`src/rtl/axil_csr_bridge.sv`:
```
// AXI4-Lite slave front-end for the CSR/data register file.
// Turns AXI4-Lite reads and writes into one-cycle reg_write/reg_read strobes.
// It captures the register file's status and read data one cycle after the strobe
// and returns them as BRESP or RRESP/RDATA. Only one access is outstanding at a time.
// Ports:
//   clk, arst_n          clock, asynchronous active-low reset
//   s_aw*/s_w*/s_b*      AXI4-Lite write address, write data and write response
//   s_ar*/s_r*           AXI4-Lite read address and read data/response
//   reg_addr/reg_wdata   register index and write data driven to the register file
//   reg_write/reg_read   one-cycle access strobes
//   reg_rdata            register file read data, valid the cycle after reg_read
//   access_violation     register file status, valid the cycle after a strobe
module axil_csr_bridge #(
    parameter int unsigned ADDR_W = 32,
    parameter int unsigned REG_DW = 32,
    parameter int unsigned REG_AW = 4
) (
    input  logic                  clk,
    input  logic                  arst_n,
    input  logic [ADDR_W-1:0]     s_awaddr,
    input  logic                  s_awvalid,
    output logic                  s_awready,
    input  logic [REG_DW-1:0]     s_wdata,
    input  logic [REG_DW/8-1:0]   s_wstrb,
    input  logic                  s_wvalid,
    output logic                  s_wready,
    output logic [1:0]            s_bresp,
    output logic                  s_bvalid,
    input  logic                  s_bready,
    input  logic [ADDR_W-1:0]     s_araddr,
    input  logic                  s_arvalid,
    output logic                  s_arready,
    output logic [REG_DW-1:0]     s_rdata,
    output logic [1:0]            s_rresp,
    output logic                  s_rvalid,
    input  logic                  s_rready,
    output logic [REG_AW-1:0]     reg_addr,
    output logic [REG_DW-1:0]     reg_wdata,
    output logic                  reg_write,
    output logic                  reg_read,
    input  logic [REG_DW-1:0]     reg_rdata,
    input  logic [1:0]            access_violation
);

    localparam int unsigned STRB_W = REG_DW / 8;
    localparam int unsigned IDX_LO = 2;
    localparam int unsigned IDX_HI = REG_AW + 1;

    localparam logic [1:0] RESP_OKAY   = 2'b00;
    localparam logic [1:0] RESP_SLVERR = 2'b10;
    localparam logic [1:0] RESP_DECERR = 2'b11;

    localparam logic [2:0] S_IDLE   = 3'd0;
    localparam logic [2:0] S_WR_STB = 3'd1;
    localparam logic [2:0] S_WR_CAP = 3'd2;
    localparam logic [2:0] S_WR_RSP = 3'd3;
    localparam logic [2:0] S_RD_STB = 3'd4;
    localparam logic [2:0] S_RD_CAP = 3'd5;
    localparam logic [2:0] S_RD_RSP = 3'd6;

    logic [2:0]        r_state,     w_state_nxt;
    logic              r_wr_next,   w_wr_next_nxt;
    logic              r_run;
    logic              r_bvalid,    w_bvalid_nxt;
    logic [1:0]        r_bresp,     w_bresp_nxt;
    logic              r_rvalid,    w_rvalid_nxt;
    logic [1:0]        r_rresp,     w_rresp_nxt;
    logic [REG_DW-1:0] r_rdata,     w_rdata_nxt;
    logic [REG_AW-1:0] r_reg_addr,  w_reg_addr_nxt;
    logic [REG_DW-1:0] r_reg_wdata, w_reg_wdata_nxt;
    logic              r_reg_write, w_reg_write_nxt;
    logic              r_reg_read,  w_reg_read_nxt;

    logic w_wr_req;
    logic w_rd_req;
    logic w_idle;
    logic w_grant_wr;
    logic w_grant_rd;
    logic w_aw_decerr;
    logic w_ar_decerr;
    logic w_wstrb_bad;

    // Register-file status to AXI response
    function automatic logic [1:0] map_resp(input logic [1:0] av);
        case (av)
            2'b00:   map_resp = RESP_OKAY;
            2'b11:   map_resp = RESP_DECERR;
            default: map_resp = RESP_SLVERR;
        endcase
    endfunction

    // Request detection and round-robin arbitration; r_run holds readies low through reset
    assign w_wr_req    = s_awvalid && s_wvalid;
    assign w_rd_req    = s_arvalid;
    assign w_idle      = r_run && (r_state == S_IDLE);
    assign w_grant_wr  = w_idle && w_wr_req && (!w_rd_req || r_wr_next);
    assign w_grant_rd  = w_idle && w_rd_req && !w_grant_wr;

    // Any address bit above the register window selects DECERR
    assign w_aw_decerr = (s_awaddr >> (REG_AW + 2)) != '0;
    assign w_ar_decerr = (s_araddr >> (REG_AW + 2)) != '0;
    assign w_wstrb_bad = s_wstrb != {STRB_W{1'b1}};

    assign s_awready = w_grant_wr;
    assign s_wready  = w_grant_wr;
    assign s_arready = w_grant_rd;

    assign s_bvalid  = r_bvalid;
    assign s_bresp   = r_bresp;
    assign s_rvalid  = r_rvalid;
    assign s_rresp   = r_rresp;
    assign s_rdata   = r_rdata;
    assign reg_addr  = r_reg_addr;
    assign reg_wdata = r_reg_wdata;
    assign reg_write = r_reg_write;
    assign reg_read  = r_reg_read;

    // Next-state and next-output logic
    always_comb begin
        w_state_nxt     = r_state;
        w_wr_next_nxt   = r_wr_next;
        w_bvalid_nxt    = r_bvalid;
        w_bresp_nxt     = r_bresp;
        w_rvalid_nxt    = r_rvalid;
        w_rresp_nxt     = r_rresp;
        w_rdata_nxt     = r_rdata;
        w_reg_addr_nxt  = r_reg_addr;
        w_reg_wdata_nxt = r_reg_wdata;
        w_reg_write_nxt = 1'b0;
        w_reg_read_nxt  = 1'b0;

        case (r_state)
            S_IDLE: begin
                if (w_grant_wr) begin
                    w_reg_addr_nxt  = s_awaddr[IDX_HI:IDX_LO];
                    w_reg_wdata_nxt = s_wdata;
                    w_wr_next_nxt   = 1'b0;
                    if (w_aw_decerr) begin
                        w_bresp_nxt  = RESP_DECERR;
                        w_bvalid_nxt = 1'b1;
                        w_state_nxt  = S_WR_RSP;
                    end else if (w_wstrb_bad) begin
                        w_bresp_nxt  = RESP_SLVERR;
                        w_bvalid_nxt = 1'b1;
                        w_state_nxt  = S_WR_RSP;
                    end else begin
                        w_reg_write_nxt = 1'b1;
                        w_state_nxt     = S_WR_STB;
                    end
                end else if (w_grant_rd) begin
                    w_reg_addr_nxt = s_araddr[IDX_HI:IDX_LO];
                    w_wr_next_nxt  = 1'b1;
                    if (w_ar_decerr) begin
                        w_rresp_nxt  = RESP_DECERR;
                        w_rdata_nxt  = '0;
                        w_rvalid_nxt = 1'b1;
                        w_state_nxt  = S_RD_RSP;
                    end else begin
                        w_reg_read_nxt = 1'b1;
                        w_state_nxt    = S_RD_STB;
                    end
                end
            end
            S_WR_STB: w_state_nxt = S_WR_CAP;
            S_WR_CAP: begin
                w_bresp_nxt  = map_resp(access_violation);
                w_bvalid_nxt = 1'b1;
                w_state_nxt  = S_WR_RSP;
            end
            S_WR_RSP: begin
                if (s_bready) begin
                    w_bvalid_nxt = 1'b0;
                    w_state_nxt  = S_IDLE;
                end
            end
            S_RD_STB: w_state_nxt = S_RD_CAP;
            S_RD_CAP: begin
                w_rresp_nxt  = map_resp(access_violation);
                w_rdata_nxt  = (access_violation == 2'b00) ? reg_rdata : '0;
                w_rvalid_nxt = 1'b1;
                w_state_nxt  = S_RD_RSP;
            end
            S_RD_RSP: begin
                if (s_rready) begin
                    w_rvalid_nxt = 1'b0;
                    w_state_nxt  = S_IDLE;
                end
            end
            default: w_state_nxt = S_IDLE;
        endcase
    end

    // State and output registers
    always_ff @(posedge clk or negedge arst_n) begin
        if (!arst_n) begin
            r_state     <= S_IDLE;
            r_wr_next   <= 1'b1;
            r_run       <= 1'b0;
            r_bvalid    <= 1'b0;
            r_bresp     <= 2'b00;
            r_rvalid    <= 1'b0;
            r_rresp     <= 2'b00;
            r_rdata     <= '0;
            r_reg_addr  <= '0;
            r_reg_wdata <= '0;
            r_reg_write <= 1'b0;
            r_reg_read  <= 1'b0;
        end else begin
            r_state     <= w_state_nxt;
            r_wr_next   <= w_wr_next_nxt;
            r_run       <= 1'b1;
            r_bvalid    <= w_bvalid_nxt;
            r_bresp     <= w_bresp_nxt;
            r_rvalid    <= w_rvalid_nxt;
            r_rresp     <= w_rresp_nxt;
            r_rdata     <= w_rdata_nxt;
            r_reg_addr  <= w_reg_addr_nxt;
            r_reg_wdata <= w_reg_wdata_nxt;
            r_reg_write <= w_reg_write_nxt;
            r_reg_read  <= w_reg_read_nxt;
        end
    end

endmodule

```
`config.mk`:
```
export PLATFORM = sky130hd
export DESIGN_NAME = axil_csr_bridge
export DESIGN_NICKNAME = d
export VERILOG_FILES = /design/src/rtl/axil_csr_bridge.sv
export SDC_FILE = /design/constraint.sdc
export NUM_CORES = 1
export LEC_CHECK = 0
export CORE_MARGIN = 5
export CORE_UTILIZATION = 35
export CTS_CLUSTER_SIZE = 8
export DETAILED_ROUTE_END_ITERATION = 8
export PLACE_DENSITY = 0.74
export SETUP_SLACK_MARGIN = 0.5
export SLEW_MARGIN = 20
export SYNTH_ARGS = -nofsm -noshare
export SYNTH_HDL_FRONTEND = slang
export SYNTH_SLANG_ARGS = --single-unit
```
`constraint.sdc`:
```
create_clock -name clk -period 2.5 [get_ports clk]
set_input_delay 0.25 -clock clk [delete_from_list [all_inputs] [get_ports clk]]
set_output_delay 0.25 -clock clk [all_outputs]
set_load 0.005 [all_outputs]
```
==> impl_metrics.ini <==
[global_route]
grt_pass1_wl_um = 18800
grt_overflow_total = 0
antenna_found_initial = 0
grt_pass1_vias = 3727
grt_max_degree = 82
track_usage_pct = 18.2

[yosys]
synth_commonest_cells = dfrtp_1 (80), nand2_1 (39), o21ai_0 (34)
avgSynthCellArea_um2 = 11.1
synth_cell_types = 43
yosysSeqAreaShare_pct = 55.1
yosys_warnings = 0
synth-edff-count = 0
synth_area_leader_cell = dfrtp_1
ys_ff_latch = 81
syn_nets = 472
netlist_instances = 331
synth_top_area_share_pct = 54.3
synth_flop_cell = dfrtp_1
ys_async_sr_fraction_pct = 100
yosys.cell_count.top_type = dfrtp_1
ys_top_cells_by_area = dfrtp_1 (54%), mux2_1 (8.3%), a32oi_1 (7.6%)
syn_area_um2 = 3680

[critical_path]
path_max_fanout = 4
critical_path.top_delay_family = buffers and inverters
crit_required_ns = 2.25
crit_chain = nor4b_4, buf_4, nand3_1, inv_1, clkdlybuf4s15_1
crit_arrival_ns = 1.61
path_class = register to primary output
path_buf_inv = 3
slowest_delay_ns = 0.41
end_kind = primary output
cp-start-kind = register
slowest_stage = dfrtp_1

[die]
coreArea_um2 = 10300
io_pins = 220
die_area_um2 = 12700
die_w_um = 113
fp-row-count = 37
die_h_um = 113
initial_utilization_pct = 35.8

[clock_network]
cts_tree = done
cts_buffer_depth = 2
clkTransAtPathRegs_ns = 0.08
clockRootBuffer = clkbuf_8
numCtsBuffers = 9
clkLatencyLatePin_ns = 0.35
cts.sinks = 81
cts_max_level = 3

[final_layout]
drive_above_1_share_pct = 8.83
area_growth_pct = 70.2
fin_nets = 691
diodes = 0

[power_and_ir_drop]
irDropWorstVdd_mv = 0.505
power_density_nw_per_um2 = 955
power.leakage_nw = 2.55

[placement]
post-place-ws_ns = 0.194
port_buffers = 215
dpl.hpwl_um = 8760
gp_congestion = 0.833

[sta]
worst_pin_slew_ns = 0.732
finalSetupTns_ns = 0
skew_ns = 0.0105
rsz0062_at_grt = no
post-route-min-period_ns = 1.86
fmax_mhz = 537
max_slew_margin_pct = 51.2
hold_viol_final = 0
worst_slack_ns = 0.638
fin_crit_sh_pct = 74.5
setup_viol = 0
slew_viol_final = 0

[routing]
via_per_inst = 5.12
wl_per_cell_um = 17.2
num_vias = 3541
finalWirelength_um = 11900
drcViolationCount = 0
ant_nets = 0
drtPass1Iterations = 4
drt_iter0_drc = 186

[flow_run]
maxCapViolCount = 0

[run_status]
outcome = complete, no violations

[min_path]
min_path_type = register to register
## area by class of cell
class	instances	area [um2]
fillers	898	4010
multi-input cells	219	1510
repair buffers	233	2310
clock buffers	10	128
clock inverters	6	91.3
flip-flops and latches	81	2030
well taps	136	170
inverters	6	27.5
## state kept, by name, indices dropped and copies added (netlist names)
name	flops
s_rdata	32
reg_write	1
reg_wdata	32
s_rresp	2
s_rvalid	1
r_state	3
r_wr_next	1
r_run	1
s_bresp	2
reg_addr	4
s_bvalid	1
reg_read	1
## final timing paths
check                           slack, ns                 startpoint                        end  depth (start not counted)
worst min-delay path                 0.49  reg_wdata[28]$_DFFE_PN0P_  reg_wdata[28]$_DFFE_PN0P_                          1
worst max-delay path                 0.64     r_state[2]$_DFFE_PN0P_                  s_arready                          5
worst min register to register       0.49  reg_wdata[28]$_DFFE_PN0P_  reg_wdata[28]$_DFFE_PN0P_                          1
worst max register to register       0.68     r_state[2]$_DFFE_PN0P_   reg_wdata[9]$_DFFE_PN0P_                          7
max in group asynchronous            1.47                     arst_n     r_state[1]$_DFFE_PN0P_                          2
min in group asynchronous            0.52                     arst_n  reg_wdata[29]$_DFFE_PN0P_                          2
## routing by layer
metal / wire [um] / track usage [%]
met3: 867 / 4.37
met5: 0 / 0
met4: 141 / 4.89
met1: 4920 / 23.3
met2: 5980 / 30.8
## cell usage in the layout, fill, tap and decap left out, drive strengths merged, types with 5 or more instances in the layout
cell / n
clkdlybuf4s50: 211
dfrtp: 80
o21ai: 40
nand2: 39
a32oi: 32
mux2: 32
buf: 18
nor4: 13
a21oi: 11
clkbuf: 10
nor2: 9
nand3: 6
inv: 6
nor3: 5
## report_power, final
group | internal [mW] | switching [mW]
Clock | 0.569 | 0.483
Combinational | 1.60 | 1.10
Sequential | 1.88 | 0.352
Total | 4.05 | 1.93
## kinds of logic (layout without fill, tap and decap cells)
family,count (synthesis),after routing,synth area share (%)
muxes,36,36,10.9
AOI/OAI and AO/OA,97,97,17.5
other,1,1,0.102
and+or+nand+nor,85,85,12.1
DFF,81,81,55.1
buffers and inverters,31,255,4.31
## per-stage QoR
stage | total power, mW | std cells | hold slack [ns] | util (%) | instance area [um2]
2_1_floorplan | 3.27 | 331 | -0.0456 | - | 3680
3_3_place_gp | 4.85 | 664 | 0.467 | 57.9 | 5950
3_5_place_dp | 4.94 | 665 | 0.474 | 58.0 | 5960
4_1_cts | 6.04 | 685 | 0.0987 | 60.4 | 6210
5_1_grt | 6.40 | 691 | 0.494 | 61.0 | 6270
6_report | 5.99 | 691 | 0.489 | 61.0 | 6270
## repair_timing
action | in CTS | in global routing
setup buffers | 4 | 5
gates resized for setup | 6 | 2
hold endpoints to repair | 0 | 9
pin swaps | 2 | 3
setup endpoints to repair | 52 | 24
hold buffers | 0 | 1
No activity file was read; power rests on OpenSTA's default activity.
